===== src/rtl/x7seg_scan_capture_pkg.sv =====
// x7seg_pkg: segment pattern table and frame state shared with the driver.
// Patterns are active low, bit6 = a ... bit0 = g.
package x7seg_pkg;

    localparam int SLOTS = 4;

    localparam logic [6:0] SEG_BLANK = 7'h7F;

    localparam logic [6:0] SEG_0 = 7'h01;
    localparam logic [6:0] SEG_1 = 7'h4F;
    localparam logic [6:0] SEG_2 = 7'h12;
    localparam logic [6:0] SEG_3 = 7'h06;
    localparam logic [6:0] SEG_4 = 7'h4C;
    localparam logic [6:0] SEG_5 = 7'h24;
    localparam logic [6:0] SEG_6 = 7'h20;
    localparam logic [6:0] SEG_7 = 7'h0F;
    localparam logic [6:0] SEG_8 = 7'h00;
    localparam logic [6:0] SEG_9 = 7'h04;
    localparam logic [6:0] SEG_A = 7'h08;
    localparam logic [6:0] SEG_B = 7'h60;
    localparam logic [6:0] SEG_C = 7'h31;
    localparam logic [6:0] SEG_D = 7'h42;
    localparam logic [6:0] SEG_E = 7'h30;
    localparam logic [6:0] SEG_F = 7'h38;

    typedef enum logic {
        IDLE,
        RUN
    } cap_state_t;

endpackage


===== src/rtl/x7seg_scan_capture_if.sv =====
// x7seg_scan_capture_if: scan pins from the display driver plus the
// reconstructed frame results; master = driver side, slave = capture side.
interface x7seg_scan_capture_if;

    logic [6:0]  a_to_g;
    logic [7:0]  an;
    logic        dp;
    logic [15:0] score;
    logic [3:0]  blank;
    logic        valid;
    logic        link_ok;
    logic        err;

    modport master (
        output a_to_g, an, dp,
        input  score, blank, valid, link_ok, err
    );

    modport slave (
        input  a_to_g, an, dp,
        output score, blank, valid, link_ok, err
    );

endinterface


===== src/rtl/x7seg_scan_capture_pat_decode.sv =====
// x7seg_pat_decode: active-low segment pattern -> hex digit.
// hit = 0 for any pattern outside the table; digit is then 0.
module x7seg_pat_decode (
    input  logic [6:0] seg,
    output logic       hit,
    output logic [3:0] digit
);
    import x7seg_pkg::*;

    // table lookup, unknown patterns miss
    always_comb begin
        hit   = 1'b1;
        digit = 4'h0;
        case (seg)
            SEG_0:   digit = 4'h0;
            SEG_1:   digit = 4'h1;
            SEG_2:   digit = 4'h2;
            SEG_3:   digit = 4'h3;
            SEG_4:   digit = 4'h4;
            SEG_5:   digit = 4'h5;
            SEG_6:   digit = 4'h6;
            SEG_7:   digit = 4'h7;
            SEG_8:   digit = 4'h8;
            SEG_9:   digit = 4'h9;
            SEG_A:   digit = 4'hA;
            SEG_B:   digit = 4'hB;
            SEG_C:   digit = 4'hC;
            SEG_D:   digit = 4'hD;
            SEG_E:   digit = 4'hE;
            SEG_F:   digit = 4'hF;
            default: hit   = 1'b0;
        endcase
    end

endmodule


===== src/rtl/x7seg_scan_capture.sv =====
// x7seg_scan_capture: rebuilds the 4-digit hex value from the scan pins.
// Define X7SEG_CAP_SYNC_EN to add a 2-flop synchronizer on a_to_g/an.
module x7seg_scan_capture #(
    parameter int STABLE_CNT = 2,
    parameter int TIMEOUT    = 1024
) (
    input logic                 cclk,
    input logic                 clr_n,
    x7seg_scan_capture_if.slave bus
);
    import x7seg_pkg::*;

    localparam int CW = $clog2(STABLE_CNT + 1);

    logic [3:0] y_an;
    logic [6:0] y_seg;

`ifdef X7SEG_CAP_SYNC_EN
    logic [3:0] m_an, q_an;
    logic [6:0] m_seg, q_seg;

    // two-flop synchronizer for pins from another clock domain
    always_ff @(posedge cclk or negedge clr_n) begin
        if (!clr_n) begin
            m_an  <= 4'hF;
            q_an  <= 4'hF;
            m_seg <= SEG_BLANK;
            q_seg <= SEG_BLANK;
        end else begin
            m_an  <= bus.an[3:0];
            q_an  <= m_an;
            m_seg <= bus.a_to_g;
            q_seg <= m_seg;
        end
    end

    assign y_an  = q_an;
    assign y_seg = q_seg;
`else
    assign y_an  = bus.an[3:0];
    assign y_seg = bus.a_to_g;
`endif

    logic [3:0] s_an;
    logic [6:0] s_seg;

    // sample register feeding the decode path
    always_ff @(posedge cclk or negedge clr_n) begin
        if (!clr_n) begin
            s_an  <= 4'hF;
            s_seg <= SEG_BLANK;
        end else begin
            s_an  <= y_an;
            s_seg <= y_seg;
        end
    end

    logic       act;
    logic       ill;
    logic [1:0] slot;

    // one low strobe selects a slot, all high is idle, else illegal
    always_comb begin
        act  = 1'b0;
        ill  = 1'b0;
        slot = 2'd0;
        case (s_an)
            4'b1110: begin act = 1'b1; slot = 2'd0; end
            4'b1101: begin act = 1'b1; slot = 2'd1; end
            4'b1011: begin act = 1'b1; slot = 2'd2; end
            4'b0111: begin act = 1'b1; slot = 2'd3; end
            4'b1111: ;
            default: ill = 1'b1;
        endcase
    end

    logic       hit;
    logic [3:0] dig;

    x7seg_pat_decode u_dec (
        .seg   (s_seg),
        .hit   (hit),
        .digit (dig)
    );

    logic [9:0]    key, p_key;
    logic          p_ok;
    logic          same;
    logic          acc;
    logic [CW-1:0] cnt, cnt_nxt;

    assign key  = {act, slot, s_seg};
    assign same = p_ok && (key == p_key);

    // count saturates so a held slot is accepted only once
    always_comb begin
        cnt_nxt = CW'(1);
        if (same)
            cnt_nxt = (cnt == CW'(STABLE_CNT)) ? cnt : cnt + CW'(1);
    end

    assign acc = act && (cnt_nxt == CW'(STABLE_CNT))
               && !(same && cnt == CW'(STABLE_CNT));

    // stability tracking; illegal samples restart it
    always_ff @(posedge cclk or negedge clr_n) begin
        if (!clr_n) begin
            cnt   <= '0;
            p_ok  <= 1'b0;
            p_key <= '0;
        end else if (ill) begin
            cnt   <= '0;
            p_ok  <= 1'b0;
        end else begin
            cnt   <= cnt_nxt;
            p_ok  <= 1'b1;
            p_key <= key;
        end
    end

    cap_state_t             state;
    logic [SLOTS-1:0][3:0]  buf_dig;
    logic [SLOTS-1:0]       seen;
    logic [15:0]            tcnt, tcnt_nxt;
    logic                   tmo;
    logic                   acc0;
    logic [15:0]            score_q;
    logic [3:0]             blank_q;
    logic                   valid_q, link_q, err_q;

    assign acc0 = acc && (slot == 2'd0);

    // link watchdog: cleared by slot 0, saturates at TIMEOUT
    always_comb begin
        tcnt_nxt = tcnt;
        if (acc0)
            tcnt_nxt = 16'd0;
        else if (tcnt != 16'(TIMEOUT))
            tcnt_nxt = tcnt + 16'd1;
    end

    assign tmo = (tcnt_nxt == 16'(TIMEOUT));

    // frame FSM: slot 0 closes the previous frame and opens the next
    always_ff @(posedge cclk or negedge clr_n) begin
        if (!clr_n) begin
            state   <= IDLE;
            buf_dig <= '0;
            seen    <= '0;
            tcnt    <= 16'd0;
            score_q <= 16'd0;
            blank_q <= 4'b1110;
            valid_q <= 1'b0;
            link_q  <= 1'b0;
            err_q   <= 1'b0;
        end else begin
            valid_q <= 1'b0;
            tcnt    <= tcnt_nxt;
            if (ill || (acc && !hit))
                err_q <= 1'b1;
            if (acc) begin
                buf_dig[slot] <= dig;
                seen[slot]    <= 1'b1;
            end
            if (acc0) begin
                seen[3:1] <= 3'b000;
                state     <= RUN;
                if (state == RUN) begin
                    for (int i = 0; i < SLOTS; i++)
                        score_q[4*i +: 4] <= seen[i] ? buf_dig[i] : 4'h0;
                    blank_q <= {~seen[3:1], 1'b0};
                    valid_q <= 1'b1;
                    link_q  <= 1'b1;
                end
            end else if (tmo) begin
                link_q <= 1'b0;
                state  <= IDLE;
            end
        end
    end

    assign bus.score   = score_q;
    assign bus.blank   = blank_q;
    assign bus.valid   = valid_q;
    assign bus.link_ok = link_q;
    assign bus.err     = err_q;

    logic unused_pins;
    assign unused_pins = &{1'b0, bus.dp, bus.an[7:4]};

endmodule


===== src/flat_wrapper.sv =====
// flat-port wrapper written by rule: the top's interface ports become plain ports
module x7seg_scan_capture_flat import x7seg_pkg::*;
#(
    parameter int STABLE_CNT = 2,
    parameter int TIMEOUT    = 1024
)
  (cclk, clr_n, bus_a_to_g, bus_an, bus_dp, bus_score, bus_blank, bus_valid, bus_link_ok, bus_err);
  x7seg_scan_capture_if bus_i ();
  input logic cclk;
  input logic clr_n;
  input wire logic [$bits(bus_i.a_to_g)-1:0] bus_a_to_g;
  input wire logic [$bits(bus_i.an)-1:0] bus_an;
  input wire logic [$bits(bus_i.dp)-1:0] bus_dp;
  output wire logic [$bits(bus_i.score)-1:0] bus_score;
  output wire logic [$bits(bus_i.blank)-1:0] bus_blank;
  output wire logic [$bits(bus_i.valid)-1:0] bus_valid;
  output wire logic [$bits(bus_i.link_ok)-1:0] bus_link_ok;
  output wire logic [$bits(bus_i.err)-1:0] bus_err;
  assign bus_i.a_to_g = bus_a_to_g;
  assign bus_i.an = bus_an;
  assign bus_i.dp = bus_dp;
  assign bus_score = bus_i.score;
  assign bus_blank = bus_i.blank;
  assign bus_valid = bus_i.valid;
  assign bus_link_ok = bus_i.link_ok;
  assign bus_err = bus_i.err;
  x7seg_scan_capture #(.STABLE_CNT(STABLE_CNT), .TIMEOUT(TIMEOUT)) u_core (.cclk(cclk), .clr_n(clr_n), .bus(bus_i));
endmodule

===== config.mk =====
export PLATFORM = sky130hd
export DESIGN_NAME = x7seg_scan_capture_flat
export DESIGN_NICKNAME = d
export VERILOG_FILES = /design/src/rtl/x7seg_scan_capture_pkg.sv /design/src/rtl/x7seg_scan_capture_if.sv /design/src/rtl/x7seg_scan_capture_pat_decode.sv /design/src/rtl/x7seg_scan_capture.sv /design/src/flat_wrapper.sv
export SDC_FILE = /design/constraint.sdc
export NUM_CORES = 1
export LEC_CHECK = 0
export BUFFER_PORTS_ARGS = -buffer_cell sky130_fd_sc_hd__buf_2
export CAP_MARGIN = 20
export CORE_MARGIN = 2
export CORE_UTILIZATION = 33
export CTS_CLUSTER_SIZE = 20
export DETAILED_ROUTE_END_ITERATION = 8
export PLACE_DENSITY = 0.6
export SYNTH_ARGS = -nofsm -noshare
export SYNTH_HDL_FRONTEND = slang
export SYNTH_HIERARCHICAL = 1
export SYNTH_SLANG_ARGS = --single-unit

===== constraint.sdc =====
create_clock -name cclk -period 7.7 [get_ports cclk]
set_input_delay 0.385 -clock cclk [delete_from_list [all_inputs] [get_ports cclk]]
set_output_delay 0.385 -clock cclk [all_outputs]
set_load 0.02 [all_outputs]

**Word level (Yosys, flattened, before mapping)**

Cells that the tools add are included.

- Add/sub/neg operators: 2
- Reductions and logical operators: 19
- Bitwise gates (word level): 2
- Multiplexer cells: 28
- $lt $le $gt $ge: 2
- Equality and inequality tests: 26

Operators by type and width:

| kind | count |
|---|---|
| 4-bit case mux with 15 select lines | 1 |
| 7-bit by 6-bit equality test with 1-bit output, second input constant | 5 |
| 16-bit 2-to-1 mux | 2 |
| 7-bit equality test, second input constant | 4 |
| 4-bit 2-to-1 mux | 6 |
| 16-bit by 1-bit adder with 16-bit output, second input constant | 1 |
| 16-bit bitwise mux | 1 |
| 16-bit by 11-bit equality test with 1-bit output, second input constant | 1 |
| 4-bit equality test, second input constant | 4 |
| 16-bit by 11-bit inequality test with 1-bit output, second input constant | 1 |
| 16-bit OR reduction | 1 |
| 7-bit by 3-bit equality test with 1-bit output, second input constant | 2 |
| 7-bit by 4-bit equality test with 1-bit output, second input constant | 2 |
| 1-bit 2-to-1 mux | 11 |
| 10-bit equality test | 1 |
| 4-bit demux with 2-bit select | 1 |
| 7-bit by 1-bit equality test with 1-bit output, second input constant | 1 |
| 7-bit by 5-bit equality test with 1-bit output, second input constant | 1 |
| 1-bit logical AND | 7 |
| 7-bit zero test | 1 |
| 2-bit 2-to-1 mux | 3 |
| 2-bit case mux with 3 select lines | 1 |
| 5-bit OR reduction | 1 |
| 2-bit equality test, second input constant | 2 |
| 15 further kinds | 18 |

- Input port bits: 18
- Logic and storage cells: 97
- Register bits: 83
- Output and inout bits: 23

**Logic depth before layout (Yosys ltp)**

- Depth in word-level cells: 14
- Mapped depth: 9
- Mapped depth without buffers: 8

**By module**

Netlist, hierarchy kept.

Modules (own cells, without submodules):

| module | cells an instance | seq. area each (sq um) | area an instance (sq um) | instances |
|---|---|---|---|---|
| x7seg_scan_capture | 352 | 2,094.5 | 3,798.6 | 1 |
| x7seg_pat_decode | 53 | 0.0 | 357.8 | 1 |

**Worst setup path before layout**

OpenSTA, ideal clock, no wires.

- Kind: reg-to-reg
- Start: register u_core.s_an[1]
- End: register u_core.score_q[11] (netlist: u_core/bus.score[11])
- Setup time: 0.132 ns
- Clock period less this slack: 2.435 ns
- Arrival time: 2.303 ns
- Stages on the path, launching flop included: 10
- Path buffers: 3
- Required time: 7.568 ns
- Slack: 5.265 ns
- Cells stage by stage: dfstp_2 buf_2 nand2_2 o21ai_1 or4b_4 or4_1 buf_2 buf_6 nand2_1 o21ai_1

- Cells in the longest elaborated chain, start to end: 11
- Elaborated cells between the ends (all ways): 18
- Classes of those cells: eq/ne (6); mux (3); reduce/logical (9)

Ends and longest elaborated chain:

| item | RTL line | text |
|---|---|---|
| start: declaration | x7seg_scan_capture.sv:44 | `logic [3:0] s_an;` |
| start signal: assignment | x7seg_scan_capture.sv:53 | `s_an <= y_an;` |
| 4-bit equality test or 4-bit by 3-bit equality test with 1-bit output (tied branches) | x7seg_scan_capture.sv:67 | `case (s_an)` |
| 4-bit OR reduction (no source line) | -- |  |
| 1-bit 2-to-1 mux | x7seg_scan_capture.sv:67 |  |
| 10-bit equality test | x7seg_scan_capture.sv:93 | `assign same = p_ok && (key == p_key);` |
| 1-bit logical AND | x7seg_scan_capture.sv:93 |  |
| 2-bit 2-to-1 mux | x7seg_scan_capture.sv:98 | `if (same)` |
| 2-bit equality test | x7seg_scan_capture.sv:102 | `assign acc = act && (cnt_nxt == CW'(STABLE_CNT))` |
| 1-bit logical AND | x7seg_scan_capture.sv:102 |  |
| 1-bit logical AND | x7seg_scan_capture.sv:103 | `&& !(same && cnt == CW'(STABLE_CNT));` |
| 1-bit logical AND (*) | x7seg_scan_capture.sv:131 | `assign acc0 = acc && (slot == 2'd0);` |
| 2-bit AND reduction (no source line) (*) | -- |  |
| end signal: indexed assignment | x7seg_scan_capture.sv:170 | `score_q[4*i +: 4] <= seen[i] ? buf_dig[i] : 4'h0;` |
| end: declaration | x7seg_scan_capture.sv:127 | `logic [15:0] score_q;` |

Mark *: on every way between the ends. The rest lies on a longest branch, timed or not.
A chain may end at the register's enable or synchronous reset.

**Worst setup path in the final report**

- Start: register u_core.s_seg[3]
- End: register u_core.score_q[1] (netlist: u_core/bus.score[1])

- Cells in the longest elaborated chain, start to end: 8
- Elaborated cells between the ends (all ways): 10
- Classes of those cells: eq/ne (2); mux (1); reduce/logical (7)

Ends and longest elaborated chain:

| item | RTL line | text |
|---|---|---|
| start: declaration | x7seg_scan_capture.sv:45 | `logic [6:0] s_seg;` |
| start signal: assignment | x7seg_scan_capture.sv:54 | `s_seg <= y_seg;` |
| 10-bit equality test (*) | x7seg_scan_capture.sv:93 |  |
| 1-bit logical AND (*) | x7seg_scan_capture.sv:93 |  |
| 2-bit 2-to-1 mux | x7seg_scan_capture.sv:98 |  |
| 2-bit equality test | x7seg_scan_capture.sv:102 |  |
| 1-bit logical AND | x7seg_scan_capture.sv:102 |  |
| 1-bit logical AND (*) | x7seg_scan_capture.sv:103 |  |
| 1-bit logical AND (*) | x7seg_scan_capture.sv:131 |  |
| 2-bit AND reduction (no source line) (*) | -- |  |

Marks and branches as above.

==> results.json <==
{
  "io_buffer_count": 34,
  "synth-seq-cells": 83,
  "antenna_found_initial": 0,
  "slew_violations": 0,
  "synthDominantCellAreaShare_pct": 41.5,
  "synth_nets": 427,
  "number_of_sinks_driven_by_the_clock_tree": 83,
  "maximum_frequency_from_static_timing_analysis_ghz": 0.337,
  "synth_top_family_by_area": "simple AND/OR/NAND/NOR gates",
  "cellInternalPower_w": 0.000742,
  "timing_hold_violations_final": 0,
  "clkTransAtPathRegs_ps": 60,
  "timing.max_cap.violations": 0,
  "post_drt_wl_per_cell_um": 13.3,
  "yosys.area_share.xor_xnor_pct": 6.74,
  "mostFrequentLayoutCell": "sky130_fd_sc_hd__dfrtp_1",
  "synth-simple-area-share_pct": 20.8,
  "cts.path.max_buffers": 2,
  "leakage_nw": 2.01,
  "routed_wl_um": 7930,
  "gpl.final_weighted_congestion": 0.813,
  "rows": 40,
  "finalNonFillerCells": 597,
  "fin_skew_ps": 6.04,
  "yosys_warnings": 6,
  "die-height_um": 116,
  "setup.worst_path.class": "reg -> reg",
  "initial_core_util_pct": 34.2,
  "pwr_density_cell_nw_per_um2": 205,
  "global_route_wire_length_before_repair_um": 13500,
  "synth_top_cells_by_area": "sky130_fd_sc_hd__dfrtp_1 (42%), sky130_fd_sc_hd__dfstp_2 (8.9%), sky130_fd_sc_hd__mux2_2 (5.4%)",
  "post_synthesis_adder_cell_area_fraction_pct": 1.20,
  "syn_area_um2": 4160,
  "path_depth": 7,
  "grt_pass1_vias": 2796,
  "critPathLaunchType": "flip-flop",
  "post_synth_mux_area_share_pct": 6.50,
  "clkLatencyLatePin_ps": 340,
  "finalCritPeriodShare_pct": 38.5,
  "numPlacedInstances": 578,
  "area_growth_syn_to_layout_pct": 14.2,
  "cts_tree": "built",
  "cts-hold-fix-buffers": 0,
  "power.share.switching_pct": 23.8,
  "setup_tns_ps": 0,
  "dr.pass1.iters": 4,
  "timing.hold.worst_path_depth": 1,
  "largest_net_degree_at_the_start_of_global_routing": 84,
  "via_count": 2925,
  "crit_arrival_ps": 3180,
  "cts_htree_levels": 3,
  "io_pins": 41,
  "post_synthesis_mean_instance_area_um2": 10.3,
  "core_um2": 12200,
  "final_cell_area_um2": 4750,
  "drt_via_density": 4.90,
  "crit_path_cell_trace": "xnor2_1, nand4bb_1, or4b_4, or4_1, buf_8, nand2_1, o21ai_0",
  "post_cts_resize_count": 0,
  "post_dp_cell_area_um2": 4400,
  "synth-edff-count": 0,
  "rsz0062_at_grt": "no",
  "fin_crit_ps": 2970,
  "crit_required_ps": 7910,
  "share_seq_of_total_power_pct": 49.4,
  "largest_fanout_on_the_critical_path": 23,
  "layout.area.seq_um2": 2090,
  "drive_gt1_share_pct": 22.6,
  "detail_route.iter0.violations": 230,
  "setup_viol_count_final": 0,
  "synthesis.instances": 405,
  "critical-path-max-stage-delay_ps": 780,
  "hp-class": "in -> reg",
  "p_clk_share_pct": 43.6,
  "drtAntennaViolNets": 0,
  "outcome": "completed",
  "worst_pin_slew_ps": 646,
  "yosysUniqueCellTypes": 66,
  "track_usage_pct": 12.6,
  "mostFrequentLayoutCells": "sky130_fd_sc_hd__dfrtp_1 (69), sky130_fd_sc_hd__nand2_1 (50), sky130_fd_sc_hd__buf_2 (33), sky130_fd_sc_hd__nor2_1 (33), sky130_fd_sc_hd__xnor2_1 (21)",
  "critical_path_buf_inv_count": 1,
  "fin_nets": 446,
  "cell_type_contributing_the_most_total_cell_area_after_synthesis": "sky130_fd_sc_hd__dfrtp_1",
  "multi_input_gate_area_in_the_final_layout_um2": 1870,
  "fin_hold_ws_ps": 142,
  "ff2ff_path_depth": 7,
  "worst_slew_margin_rel_pct": 56.6,
  "fraction_of_the_core_area_covered_by_cells_at_the_end_of_the_flow_pct": 39.0,
  "die_width_um": 116,
  "setup_repair_bufs_after_cts": 0,
  "drc": 0,
  "count_of_antenna_diodes_in_the_layout": 0,
  "worst_path_dominant_cell_family": "simple AND/OR/NAND/NOR gates",
  "hpwl_um": 5300,
  "n_fill_cell": 1192,
  "cts_buffers": 9,
  "grt_overflow_total": 0,
  "cts-root-buf": "sky130_fd_sc_hd__clkbuf_16",
  "area_fraction_in_compound_gates_after_synthesis_pct": 9.51,
  "synth_async_sr_flop_share_pct": 100,
  "ys_dominant_reg_cell": "sky130_fd_sc_hd__dfrtp_1",
  "crit_path_top_delay_cell": "sky130_fd_sc_hd__or4_1",
  "die_area_um2": 13500,
  "worst_ir_drop_vdd_uv": 97.8,
  "end_kind": "flip-flop",
  "switching_component_of_the_power_w": 0.000232,
  "part_of_the_power_in_combinational_logic_pct": 7.1,
  "synth.yosys.seq_area_share_pct": 50.4
}
-- final cells by class --
cell class,instances,area share [%]
inverter,13,1.03
tap,168,4.43
clock buffer,11,4.90
sequential,83,44.1
timing repair buffer,38,4.90
clock inverter,5,1.32
multi-input combinational,279,39.3
-- cell families (layout without fill, tap and decap cells) --
| kind of cell | count (synthesis) | after routing |
|---|---|---|
| AND/OR/NAND/NOR | 160 | 160 |
| flip-flops | 83 | 83 |
| AO/OA/AOI/OAI | 58 | 58 |
| buffers and inverters | 43 | 67 |
| XOR/XNOR | 32 | 32 |
| multiplexers | 24 | 24 |
| adder cells (fa/ha/maj) | 4 | 4 |
| other | 1 | 1 |
-- metal layers --
metal	global-route usage [%]	part of all wire, %	vias to the layer above
met5	0	0	-
met4	4.60	1.7	0
met3	3.01	4.2	11
met2	19.3	43	65
met1	17.4	51	1388
li1	-	-	1461
-- power groups by stage --
stage,Sequential [W],Combinational [W],Clock (W)
final,0.000481,0.0000687,0.000424
after global routing,0.000484,0.0000783,0.000459
after CTS,0.000480,0.0000675,0.000436
after detailed placement,0.000488,0.0000674,0
after global placement,0.000487,0.0000657,0
after floorplan,0.000471,0.0000642,0
-- worst paths after layout --
path,start,end,slack (ps)
max,u_core/s_seg[3],u_core/bus.score[1],4730
min,bus_a_to_g[3],u_core/s_seg[3],140
max reg2reg,u_core/s_seg[3],u_core/bus.score[1],4730
min reg2reg,u_core/bus.blank[2],u_core/bus.blank[2],460
max in group asynchronous,clr_n,u_core/s_an[0],6540
min in group asynchronous,clr_n,u_core/p_key[3],530
-- per-stage QoR --
step	power (W)	worst slack, ps
after CTS	0.000983	4550
final	0.000974	4730
after global routing	0.00102	4590
after floorplan	0.000535	5270
after detailed placement	0.000555	4560
after global placement	0.000553	4610
-- flip-flops by register name, summed over array words and instances, names as in the netlist --
register,flops
u_core/state,1
u_core/cnt,2
u_core/bus.score,16
u_core/bus.link_ok,1
u_core/bus.err,1
u_core/bus.blank,3
u_core/p_ok,1
u_core/buf_dig,16
u_core/bus.valid,1
u_core/seen,4
u_core/s_seg,7
u_core/tcnt,16
u_core/p_key,10
u_core/s_an,4
-- cell usage after synthesis, drive strengths merged (11+ instances only) --
cell type,count
mux2,24
dfstp,14
nor4,11
o21ai,23
nand2,51
buf,21
nor2,33
nand4,13
xor2,11
xnor2,21
dfrtp,69
inv,13
(Power assumes the default switching activity.)
